[src/rtl/risc_v_mike_pkg.sv]
// Shared constants for the risc_v_mike GPIO slice.
//   GPIO_BYTE       : width of the GPIO pin bank.
//   debounce_cnt_w(): width of a debounce counter for a given stable-cycle count.
package risc_v_mike_pkg;

  localparam int unsigned GPIO_BYTE = 8;

  // Counter must hold 0..DEBOUNCE_CYCLES; never narrower than one bit.
  function automatic int unsigned debounce_cnt_w(input int unsigned cycles);
    return (cycles < 1) ? 1 : $clog2(cycles + 1);
  endfunction

endpackage

[src/rtl/risc_v_mike_debounce_bit.sv]
// Single-pin debouncer: two-flop synchronizer, stability counter, clean level
// and registered one-cycle edge pulses aligned with the clean-level change.
//   clk        : clock, rising edge
//   rst        : asynchronous active-low reset
//   pin_in     : raw asynchronous pin
//   clean      : debounced level
//   rise_pulse : one cycle, on accepted 0->1
//   fall_pulse : one cycle, on accepted 1->0
module risc_v_mike_debounce_bit
  import risc_v_mike_pkg::*;
#(
  parameter int unsigned DEBOUNCE_CYCLES = 4
) (
  input  logic clk,
  input  logic rst,
  input  logic pin_in,
  output logic clean,
  output logic rise_pulse,
  output logic fall_pulse
);

  localparam int unsigned CNT_W = debounce_cnt_w(DEBOUNCE_CYCLES);
  localparam logic [CNT_W-1:0] CNT_LAST = CNT_W'(DEBOUNCE_CYCLES - 1);

  logic             sync_meta;
  logic             sync_q;
  logic [CNT_W-1:0] cnt;
  logic             differ;
  logic             accept;

  assign differ = (sync_q != clean);
  assign accept = differ && (cnt == CNT_LAST);

  always_ff @(posedge clk or negedge rst) begin
    if (!rst) begin
      sync_meta <= 1'b0;
      sync_q    <= 1'b0;
    end else begin
      sync_meta <= pin_in;
      sync_q    <= sync_meta;
    end
  end

  // Any cycle where the synchronized level matches the clean level restarts
  // the count, so only an unbroken run of DEBOUNCE_CYCLES differing cycles
  // is accepted.
  always_ff @(posedge clk or negedge rst) begin
    if (!rst) begin
      cnt        <= '0;
      clean      <= 1'b0;
      rise_pulse <= 1'b0;
      fall_pulse <= 1'b0;
    end else begin
      rise_pulse <= accept &  sync_q;
      fall_pulse <= accept & ~sync_q;
      if (!differ) begin
        cnt <= '0;
      end else if (accept) begin
        cnt   <= '0;
        clean <= sync_q;
      end else begin
        cnt <= cnt + CNT_W'(1);
      end
    end
  end

endmodule

[src/rtl/risc_v_mike_gpio_debounce.sv]
// GPIO input conditioning: per-pin debouncers plus sticky edge interrupt flags.
//   clk         : clock, rising edge
//   rst         : asynchronous active-low reset
//   gpio_pin_in : raw asynchronous pins
//   rise_en     : per-bit rising-edge interrupt enable
//   fall_en     : per-bit falling-edge interrupt enable
//   irq_clr     : per-bit clear of irq_status (set wins over clear)
//   gpio_clean  : debounced levels (feeds gpio_port_in of the GPIO MMIO block)
//   rise_pulse  : one-cycle pulse per accepted 0->1
//   fall_pulse  : one-cycle pulse per accepted 1->0
//   irq_status  : sticky per-bit edge flags
//   irq_out     : OR of irq_status
module risc_v_mike_gpio_debounce
  import risc_v_mike_pkg::*;
#(
  parameter int unsigned DEBOUNCE_CYCLES = 4
) (
  input  logic                 clk,
  input  logic                 rst,
  input  logic [GPIO_BYTE-1:0] gpio_pin_in,
  input  logic [GPIO_BYTE-1:0] rise_en,
  input  logic [GPIO_BYTE-1:0] fall_en,
  input  logic [GPIO_BYTE-1:0] irq_clr,
  output logic [GPIO_BYTE-1:0] gpio_clean,
  output logic [GPIO_BYTE-1:0] rise_pulse,
  output logic [GPIO_BYTE-1:0] fall_pulse,
  output logic [GPIO_BYTE-1:0] irq_status,
  output logic                 irq_out
);

  logic [GPIO_BYTE-1:0] irq_set;

  for (genvar i = 0; i < GPIO_BYTE; i++) begin : g_bit
    risc_v_mike_debounce_bit #(
      .DEBOUNCE_CYCLES(DEBOUNCE_CYCLES)
    ) u_bit (
      .clk        (clk),
      .rst        (rst),
      .pin_in     (gpio_pin_in[i]),
      .clean      (gpio_clean[i]),
      .rise_pulse (rise_pulse[i]),
      .fall_pulse (fall_pulse[i])
    );
  end

  assign irq_set = (rise_pulse & rise_en) | (fall_pulse & fall_en);

  // Set has priority: a clear landing on the same edge as a new event keeps
  // the flag so the event is not lost.
  always_ff @(posedge clk or negedge rst) begin
    if (!rst) begin
      irq_status <= '0;
    end else begin
      irq_status <= (irq_status & ~irq_clr) | irq_set;
    end
  end

  assign irq_out = |irq_status;

endmodule

[config.mk]
export PLATFORM = sky130hd
export DESIGN_NAME = risc_v_mike_gpio_debounce
export DESIGN_NICKNAME = d
export VERILOG_FILES = /design/src/rtl/risc_v_mike_pkg.sv /design/src/rtl/risc_v_mike_debounce_bit.sv /design/src/rtl/risc_v_mike_gpio_debounce.sv
export SDC_FILE = /design/constraint.sdc
export NUM_CORES = 1
export LEC_CHECK = 0
export ABC_CLOCK_PERIOD_IN_PS = 1250
export BUFFER_PORTS_ARGS = -buffer_cell sky130_fd_sc_hd__buf_2
export CAP_MARGIN = 20
export CORE_MARGIN = 3
export CORE_UTILIZATION = 35
export CTS_BUF_LIST = sky130_fd_sc_hd__clkbuf_2 sky130_fd_sc_hd__clkbuf_4 sky130_fd_sc_hd__clkbuf_8
export DETAILED_ROUTE_END_ITERATION = 10
export SYNTH_ARGS = -nofsm -noshare
export SYNTH_HDL_FRONTEND = slang
export SYNTH_HIERARCHICAL = 1
export SYNTH_SLANG_ARGS = --single-unit
[constraint.sdc]
create_clock -name clk -period 1.25 [get_ports clk]
set_input_delay 0.3125 -clock clk [delete_from_list [all_inputs] [get_ports clk]]
set_output_delay 0.3125 -clock clk [all_outputs]
set_load 0.05 [all_outputs]
==> flow_summary.json, run 1 <==
{
  "setup_violations": 6,
  "r2r_cells": 3,
  "whs_path_depth": 1,
  "stdcell_count": 367,
  "grt_start_max_net_pins": 73,
  "avgSynthCellArea_um2": 15.51,
  "start_util": 0.3615,
  "cts_buffer_depth": 2,
  "crit_type": "flop to primary output",
  "dpl-instance-area_um2": 3163,
  "peakVddDrop_uv": 1067,
  "nets": 305,
  "p_leak_nw": 1.756,
  "critical_path_arrival_ns": 1.29,
  "postSynthNetCount": 212,
  "cts_tree": "yes",
  "pwr-share-comb": 0.341,
  "numCtsBuffers": 9,
  "holdCritPathClass": "input pin to flop",
  "fp.dieArea_um2": 8610,
  "power_switching_mw": 2.569,
  "max_slew_margin": 0.7573,
  "drive_above_1_share": 0.4328,
  "layout_commonest_cell": "dfrtp_1",
  "grt-ovfl-total": 0,
  "synth_area_um2": 2636,
  "ioPinCount": 67,
  "ys_seq_area_frac": 0.6834,
  "via_per_inst": 4.501,
  "grt_pass1_vias": 1701,
  "path_clk_slew_ns": 0.07,
  "clock_sinks": 72,
  "fillers": 649,
  "grt_pass1_wl_um": 7465,
  "worst_slew_pin_slew_ns": 0.3640,
  "dieHeight_um": 92.79,
  "grt_usage": 0.1146,
  "antenna_cells": 0,
  "routed_wl_um": 4631,
  "p_seq_frac": 0.389,
  "rsz0062_at_grt": "yes",
  "path_max_fanout": 2,
  "fmax_mhz": 625.3,
  "drv_cap": 0,
  "drc": 0,
  "slew_viol_final": 0,
  "port_buffers": 66,
  "skew_ns": 0.005895,
  "setup_ws_ns": -0.3493,
  "p_clk_frac": 0.270,
  "rows": 31,
  "power_density_nw_per_um2": 2106,
  "drt-initial-drc-count": 59,
  "fin_setup_tns_ns": -0.9316,
  "finalHoldViolations": 0,
  "area_growth_pct": 42.10,
  "most-common-layout-cells": "65 x dfrtp_1, 34 x buf_6, 33 x buf_2",
  "post-route-period-util": 1.279,
  "clock_latency_ns": 0.33,
  "postRouteAntennaNets": 0,
  "antenna_found_initial": 0,
  "die_w_um": 92.79,
  "final_area_um2": 3746,
  "wl_per_cell_um": 12.62,
  "p_int_mw": 5.321,
  "violations": "setup timing",
  "status": "finished with violations",
  "place_worst_setup_slack_ns": -0.06402,
  "syn-instance-count": 170,
  "cts_max_level": 3,
  "yosysWarnings": 6,
  "multi_input_area_um2": 840.8,
  "synthDistinctLibCells": 14,
  "coreArea_um2": 7292,
  "fin_crit_ns": 1.599,
  "dp.cells": 340,
  "cts-root-buf": "clkbuf_8",
  "place.gp.congestion": 0.6612,
  "worst_setup_path_end_kind": "primary output",
  "dp_hpwl_um": 3101,
  "dr.pass1.iters": 4,
  "ys_ff_latch": 72,
  "num_vias": 1652,
  "required_ns": 0.94,
  "seqCellArea_um2": 1810,
  "start_kind": "flop",
  "switching_share": 0.3256
}
[power by group through the flow]
stage | Combinational, mW | Clock, mW | Sequential, mW
after floorplan | 0.908 | 0 | 3.76
final | 2.69 | 2.13 | 3.07
after global placement | 2.08 | 0 | 3.12
after CTS | 2.65 | 2.22 | 3.05
after detailed placement | 2.13 | 0 | 3.13
after global routing | 2.91 | 2.32 | 3.12
[final timing paths]
check                                                   startpoint                                 end  slack [ns]
worst min register to register  g_bit[5].u_bit/sync_meta$_DFF_PN0_     g_bit[5].u_bit/sync_q$_DFF_PN0_        0.35
worst min-delay path                                gpio_pin_in[6]  g_bit[6].u_bit/sync_meta$_DFF_PN0_        0.08
worst max register to register     g_bit[7].u_bit/cnt[0]$_DFF_PN0_    g_bit[7].u_bit/clean$_DFFE_PN0P_        0.07
max in group asynchronous                                      rst             irq_status[4]$_DFF_PN0_        0.41
min in group asynchronous                                      rst     g_bit[0].u_bit/sync_q$_DFF_PN0_        0.53
worst max-delay path                       irq_status[1]$_DFF_PN0_                             irq_out       -0.35
[critical path, stage by stage, from the launching register on]
cell     delay [ns]
dfrtp_2        0.42
nor4_4         0.30
nand2_2        0.08
buf_6          0.16
[synth_stat cells]
library cell	n	area [um2]
a221o_1	1	10.01
a22oi_1	7	52.55
and3b_1	8	70.07
dfrtp_1	72	1802
ha_1	8	100.1
inv_1	7	26.28
mux2_1	8	90.09
nand2_1	1	3.750
nand2b_4	8	110.1
nor2b_4	1	13.76
nor3b_1	32	240.2
nor4_1	2	12.51
o21ai_0	7	35.03
xnor2_1	8	70.07
[per-stage QoR]
step                hold slack, ns  utilization  total power, mW
floorplan                  0.01691            -            4.670
global placement            0.3321       0.4338            5.201
detailed placement          0.3364       0.4338            5.256
CTS                        0.06265       0.5021            7.917
global route               0.05309       0.5137            8.352
finish                     0.08385       0.5137            7.890
[repair_timing]
item / in CTS / in global routing
hold buffers: 1 / 0
buffers inserted: 7 / 4
hold endpoints to repair: 11 / 0
setup endpoints to repair: 33 / 29
resized for setup: 62 / 17
[cells by family (layout without fill, tap and decap cells)]
group / Yosys count / after routing / share of synthesized area
flops: 72 / 72 / 0.6834
simple gates: 52 / 52 / 0.1709
compound gates: 15 / 15 / 0.03702
fa+ha+maj: 8 / 8 / 0.03797
xor+xnor: 8 / 8 / 0.02658
mux: 8 / 8 / 0.03417
buf+inv: 7 / 105 / 0.009969
[flip-flops by register name, summed over array words and instances, names as in the netlist]
| name | count |
|---|---|
| g_bit.u_bit/fall_pulse | 8 |
| g_bit.u_bit/sync_meta | 8 |
| irq_status | 8 |
| g_bit.u_bit/rise_pulse | 8 |
| g_bit.u_bit/sync_q | 8 |
| g_bit.u_bit/clean | 8 |
| g_bit.u_bit/cnt | 24 |
[final cells by class]
| class | count | share of cell area |
|---|---|---|
| multi-input cells | 91 | 0.2244 |
| inverters | 7 | 0.007014 |
| well taps | 99 | 0.03307 |
| clock inverters | 6 | 0.02872 |
| flip-flops and latches | 72 | 0.4833 |
| repair buffers | 82 | 0.1884 |
| clock buffers | 10 | 0.03507 |
[routing by layer]
metal	routed length, um	vias to the layer above	track usage
li1	-	785	-
met1	1968	802	0.1329
met2	2220	61	0.1836
met3	398	4	0.05930
met4	42	0	0.03663
met5	0	-	0
Power figures use the tool's default switching activity.
==> inputs of run 2 (changes only) <==
--- a/config.mk
+++ b/config.mk
@@ -5,13 +5,13 @@
 export SDC_FILE = /design/constraint.sdc
 export NUM_CORES = 1
 export LEC_CHECK = 0
-export ABC_CLOCK_PERIOD_IN_PS = 1250
 export BUFFER_PORTS_ARGS = -buffer_cell sky130_fd_sc_hd__buf_2
 export CAP_MARGIN = 20
 export CORE_MARGIN = 3
-export CORE_UTILIZATION = 35
+export CORE_UTILIZATION = 54
 export CTS_BUF_LIST = sky130_fd_sc_hd__clkbuf_2 sky130_fd_sc_hd__clkbuf_4 sky130_fd_sc_hd__clkbuf_8
 export DETAILED_ROUTE_END_ITERATION = 10
+export PLACE_DENSITY = 0.81
 export SYNTH_ARGS = -nofsm -noshare
 export SYNTH_HDL_FRONTEND = slang
 export SYNTH_HIERARCHICAL = 1
==> constraint.sdc (replaced) <==
create_clock -name clk -period 1.5 [get_ports clk]
set_input_delay 0.375 -clock clk [delete_from_list [all_inputs] [get_ports clk]]
set_output_delay 0.375 -clock clk [all_outputs]
set_load 0.05 [all_outputs]
==> run 2 against run 1 <==
Compared with the run above:
- combinational power fell by 33%
- critical path type unchanged
- power fell by 21%
- cell count down 12%
- critical path depth grew 1
- sequential cell count unchanged
- the run still ends with setup timing left
- largest power group unchanged
- largest cell class unchanged
- routed wire length is 1.6% lower
==> flow_summary.json, run 2 (synthesis results as in run 1) <==
{
  "cp_cell_sequence": "nor4_4 > buf_4 > nand2_2 > buf_6",
  "drc": 0,
  "fmax_mhz": 566.9,
  "fillers": 305,
  "grt_pass1_wl_um": 7362,
  "antenna_cells": 0,
  "antenna_found_initial": 0,
  "worst_setup_path_end_kind": "primary output",
  "wl_met2_um": 2223,
  "layout_commonest_cell": "dfrtp_1",
  "num_vias": 1593,
  "status": "finished with violations",
  "setup_violations": 1,
  "numCtsBuffers": 9,
  "top_layer": "met4",
  "grt_usage": 0.1807,
  "grt_start_max_net_pins": 28,
  "cts_tree": "yes",
  "cts_max_level": 3,
  "cts_buffer_depth": 2,
  "critPathSlowestCell": "dfrtp_2",
  "die_w_um": 75.87,
  "largest_register_ffs": 24,
  "drt-initial-drc-count": 42,
  "grt-ovfl-total": 0,
  "reg2reg_setup_slack_ns": 0.31,
  "start_util": 0.5814,
  "post-route-period-util": 1.176,
  "max_stage_delay_ns": 0.43,
  "via_per_inst": 4.947,
  "met1_length_um": 1896,
  "crit_path_start": "irq_status[5]$_DFF_PN0_",
  "fin_setup_tns_ns": -0.2639,
  "finalHoldViolations": 0,
  "crit_buf_inv": 2,
  "wl_met3_um": 338,
  "clock_latency_ns": 0.33,
  "stdcell_count": 322,
  "routed_wl_um": 4557,
  "dieHeight_um": 75.87,
  "rows": 24,
  "dp.cells": 305,
  "port_buffers": 66,
  "crit_family": "flip-flops",
  "ioPinCount": 67,
  "power_density_nw_per_um2": 1840,
  "drive_above_1_share": 0.4008,
  "grt_pass1_vias": 1652,
  "dp_hpwl_um": 3378,
  "setup_ws_ns": -0.2639,
  "path_max_fanout": 3,
  "clock_sinks": 72,
  "worst_slew_pin_slew_ns": 0.3450,
  "area_growth_pct": 28.90,
  "peakVddDrop_uv": 983.3,
  "multi_input_area_um2": 825.8,
  "regMostFlops": "g_bit.u_bit/cnt",
  "rsz0062_at_grt": "yes",
  "start_kind": "flop",
  "r2r_cells": 3,
  "most-common-layout-cells": "66 x dfrtp_1, 65 x buf_2, 32 x nor3b_1",
  "timing.rr.start": "g_bit[4].u_bit/cnt[0]$_DFF_PN0_",
  "dr.pass1.iters": 4,
  "nets": 294,
  "post_cts_buffers": 0,
  "timing.rr.end": "g_bit[4].u_bit/clean$_DFFE_PN0P_",
  "path_clk_slew_ns": 0.07,
  "drv_cap": 0,
  "fp.dieArea_um2": 5756,
  "critical_path_arrival_ns": 1.39,
  "holdCritPathClass": "input pin to flop",
  "fin_crit_ns": 1.764,
  "seqCellArea_um2": 1809,
  "slew_viol_final": 0,
  "critical_path_depth": 4,
  "p_leak_nw": 1.664,
  "wl_per_cell_um": 14.15,
  "required_ns": 1.12,
  "skew_ns": 0.006334,
  "cp-endpoint": "irq_out",
  "coreArea_um2": 4534,
  "place.gp.congestion": 0.7098,
  "max_slew_margin": 0.7700,
  "violations": "setup timing",
  "crit_type": "flop to primary output",
  "cts-root-buf": "clkbuf_8",
  "postRouteAntennaNets": 0,
  "finish.utilization": 0.7494,
  "fin_hold_ws_ns": 0.1422
}
-- run 2: routing by layer --
layer / track usage / vias up
met5: 0 / -
met4: 0.1126 / 0
met3: 0.06069 / 8
met2: 0.2928 / 59
met1: 0.2051 / 763
li1: - / 763
-- run 2: final cells by class --
| type | instances | share of cell area |
|---|---|---|
| Multi-Input combinational cell | 91 | 0.2430 |
| Clock inverter | 5 | 0.03019 |
| Tap cell | 65 | 0.02393 |
| Inverter | 7 | 0.007732 |
| Timing Repair Buffer | 71 | 0.1182 |
| Clock buffer | 11 | 0.04455 |
| Sequential cell | 72 | 0.5324 |
-- run 2: where the power goes --
part	total, mW	internal, mW	leakage, nW	switching (mW)
clock network	1.85	1.19	0.126	0.662
logic	1.81	0.670	0.614	1.14
registers	2.58	2.30	0.924	0.283
total	6.25	4.16	1.66	2.09
-- run 2: metrics by stage --
stage                     area, um2  setup WS [ns]  power (mW)
after floorplan                2646        0.03584       3.879
after global placement         3113        0.01536       4.309
after detailed placement       3113        0.01030       4.400
after CTS                      3390        -0.3045       6.322
after global routing           3398        -0.3463       6.605
final                          3398        -0.2639       6.252
-- run 2: worst min-delay path by stage --
| stage | depth (start not counted) | end | from | slack [ns] |
|---|---|---|---|---|
| 2_1_floorplan | 0 | g_bit[0].u_bit/clean$_DFFE_PN0P_ | rst | 0.08 |
| 3_3_place_gp | 1 | g_bit[5].u_bit/cnt[0]$_DFF_PN0_ | rst | 0.29 |
| 3_5_place_dp | 1 | g_bit[5].u_bit/cnt[1]$_DFF_PN0_ | rst | 0.30 |
| 4_1_cts | 1 | g_bit[4].u_bit/sync_meta$_DFF_PN0_ | gpio_pin_in[4] | 0.12 |
| 5_1_grt | 1 | g_bit[6].u_bit/sync_meta$_DFF_PN0_ | gpio_pin_in[6] | 0.12 |
| 6_report | 1 | g_bit[4].u_bit/sync_meta$_DFF_PN0_ | gpio_pin_in[4] | 0.14 |
-- run 2: timing repair --
action | CTS | global route
resized for setup | 3 | 1
hold endpoints to repair | 10 | 0
setup endpoints to repair | 1 | 1
hold buffers | 1 | 0
-- run 2: worst reg2reg max path: cells and delay by family (launching register included) --
| family | cells | cell delay [ns] |
|---|---|---|
| adders and majority gates | 1 | 0.26 |
| DFF | 1 | 0.39 |
| muxes | 1 | 0.32 |
| and+or+nand+nor | 1 | 0.11 |
==> inputs of run 3 (changes only) <==
--- a/config.mk
+++ b/config.mk
@@ -8,10 +8,9 @@
 export BUFFER_PORTS_ARGS = -buffer_cell sky130_fd_sc_hd__buf_2
 export CAP_MARGIN = 20
 export CORE_MARGIN = 3
-export CORE_UTILIZATION = 54
+export CORE_UTILIZATION = 32
 export CTS_BUF_LIST = sky130_fd_sc_hd__clkbuf_2 sky130_fd_sc_hd__clkbuf_4 sky130_fd_sc_hd__clkbuf_8
 export DETAILED_ROUTE_END_ITERATION = 10
-export PLACE_DENSITY = 0.81
 export SYNTH_ARGS = -nofsm -noshare
 export SYNTH_HDL_FRONTEND = slang
 export SYNTH_HIERARCHICAL = 1
==> run 3 against run 2 <==
Compared with the run above:
- the run still ends with setup timing left
- critical path depth fell by 1
- register-to-register slack about the same
- clock-buffer cell count is 2 higher
- highest routed layer unchanged
- non-clock buffer count fell by 2
- core utilization fell by 32 points
- clock power fell by 23%
- clock skew is 0.0014 ns lower
==> flow_summary.json, run 3 (synthesis results as in run 1) <==
{
  "antenna_found_initial": 0,
  "grt_pass1_vias": 1598,
  "multi_input_area_um2": 840.8,
  "die_w_um": 96.77,
  "routed_wl_um": 4689,
  "clock_sinks": 72,
  "num_vias": 1594,
  "fin_total_pwr_mw": 5.792,
  "peakVddDrop_uv": 835.1,
  "final_area_um2": 3376,
  "port_buffers": 66,
  "post-route-period-util": 1.123,
  "grt_usage": 0.1071,
  "setup_ws_ns": -0.1838,
  "rows": 32,
  "required_ns": 1.12,
  "regMostFlops": "g_bit.u_bit/cnt",
  "nets": 292,
  "layout_commonest_cell": "dfrtp_1",
  "dp_hpwl_um": 3303,
  "fp.dieArea_um2": 9363,
  "drive_above_1_share": 0.4039,
  "crit_type": "flop to primary output",
  "grt_pass1_wl_um": 7652,
  "r2r_cells": 3,
  "critPathSlowestCell": "dfrtp_2",
  "cp_cell_sequence": "nor4_4 > nand2_2 > buf_6",
  "hold_buffers": 0,
  "max_slew_margin": 0.7411,
  "cts_tree": "yes",
  "rsz0062_at_grt": "yes",
  "dr.pass1.iters": 2,
  "critical_path_arrival_ns": 1.31,
  "dp.cells": 340,
  "most-common-layout-cells": "66 x dfrtp_1, 63 x buf_2, 32 x nor3b_1",
  "via_per_inst": 4.465,
  "start_kind": "flop",
  "power_density_nw_per_um2": 1716,
  "status": "finished with violations",
  "stdcell_count": 357,
  "max_stage_delay_ns": 0.43,
  "path_clk_slew_ns": 0.07,
  "p_leak_nw": 1.638,
  "start_util": 0.3359,
  "finalHoldViolations": 0,
  "antenna_cells": 0,
  "fmax_mhz": 593.9,
  "path_max_fanout": 3,
  "postRouteAntennaNets": 0,
  "worst_setup_path_end_kind": "primary output",
  "timing.rr.start": "g_bit[4].u_bit/cnt[0]$_DFF_PN0_",
  "violations": "setup timing",
  "grt_start_max_net_pins": 73,
  "area_growth_pct": 28.05,
  "ioPinCount": 67,
  "worst_slew_pin_slew_ns": 0.3883,
  "cts_max_level": 3,
  "holdCritPathClass": "input pin to asynchronous set/reset pin",
  "drc": 0,
  "skew_ns": 0.004894,
  "wl_per_cell_um": 13.13,
  "setup_violations": 1,
  "clock_latency_ns": 0.35,
  "cts_buffer_depth": 2,
  "slew_viol_final": 0,
  "coreArea_um2": 7848,
  "fin_crit_ns": 1.684,
  "drv_cap": 0,
  "drt-initial-drc-count": 32,
  "crit_path_start": "irq_status[5]$_DFF_PN0_",
  "fillers": 756,
  "numCtsBuffers": 9,
  "dieHeight_um": 96.77,
  "largest_register_ffs": 24,
  "cts-root-buf": "clkbuf_8",
  "grt-ovfl-total": 0,
  "place.gp.congestion": 0.7444,
  "seqCellArea_um2": 1809,
  "dpl-instance-area_um2": 3132
}
==> run 3: power by group <==
group | switching (mW) | internal [mW] | total (mW)
sequential | 0.281 | 2.30 | 2.58
clock | 0.672 | 0.746 | 1.42
combinational | 1.12 | 0.669 | 1.79
==> run 3: worst paths after layout <==
kind                                                      end  slack (ns)
max                                                   irq_out       -0.18
min                        g_bit[7].u_bit/sync_meta$_DFF_PN0_        0.03
max reg2reg                  g_bit[4].u_bit/clean$_DFFE_PN0P_        0.32
min reg2reg                   g_bit[0].u_bit/sync_q$_DFF_PN0_        0.35
max in group asynchronous             irq_status[7]$_DFF_PN0_        1.12
min in group clk           g_bit[2].u_bit/sync_meta$_DFF_PN0_        0.13
==> run 3: layout make-up <==
cell class,count,share of cell area
sequential,72,0.5360
multi-input combinational,91,0.2491
timing repair buffer,69,0.1138
clock buffer,13,0.05115
tap,102,0.03781
inverter,7,0.007784
clock inverter,3,0.004448
==> run 3: stage by stage <==
| step | worst slack (ns) | hold WS [ns] | TNS, ns | util |
|---|---|---|---|---|
| after floorplan | 0.03584 | 0.07941 | 0 | - |
| after global placement | 0.05996 | 0.3335 | 0 | 0.3991 |
| after detailed placement | 0.01080 | 0.3347 | 0 | 0.3991 |
| after CTS | -0.2016 | 0.04940 | -0.2016 | 0.4297 |
| after global routing | -0.2591 | 0.05049 | -0.2591 | 0.4302 |
| final | -0.1838 | 0.02747 | -0.1838 | 0.4302 |
==> run 3: timing repair <==
item	in CTS	in global routing
cloned	0	0
setup buffers	1	0
resized for setup	9	1
endpoints found under the setup margin	1	2
pin swaps	1	0
==> run 3: layer usage <==
metal / track usage / part of all wire / vias to the layer above
li1: - / - / 759
met1: 0.1318 / 0.45 / 775
met2: 0.1523 / 0.45 / 52
met3: 0.04975 / 0.081 / 8
met4: 0.06479 / 0.019 / 0
met5: 0 / 0 / -
==> run 3: worst max-delay path: cells and delay by family, from the launching register on <==
kind | cells | cell delay [ns]
flip-flops | 1 | 0.43
AND/OR/NAND/NOR | 2 | 0.38
buffers and inverters | 1 | 0.16
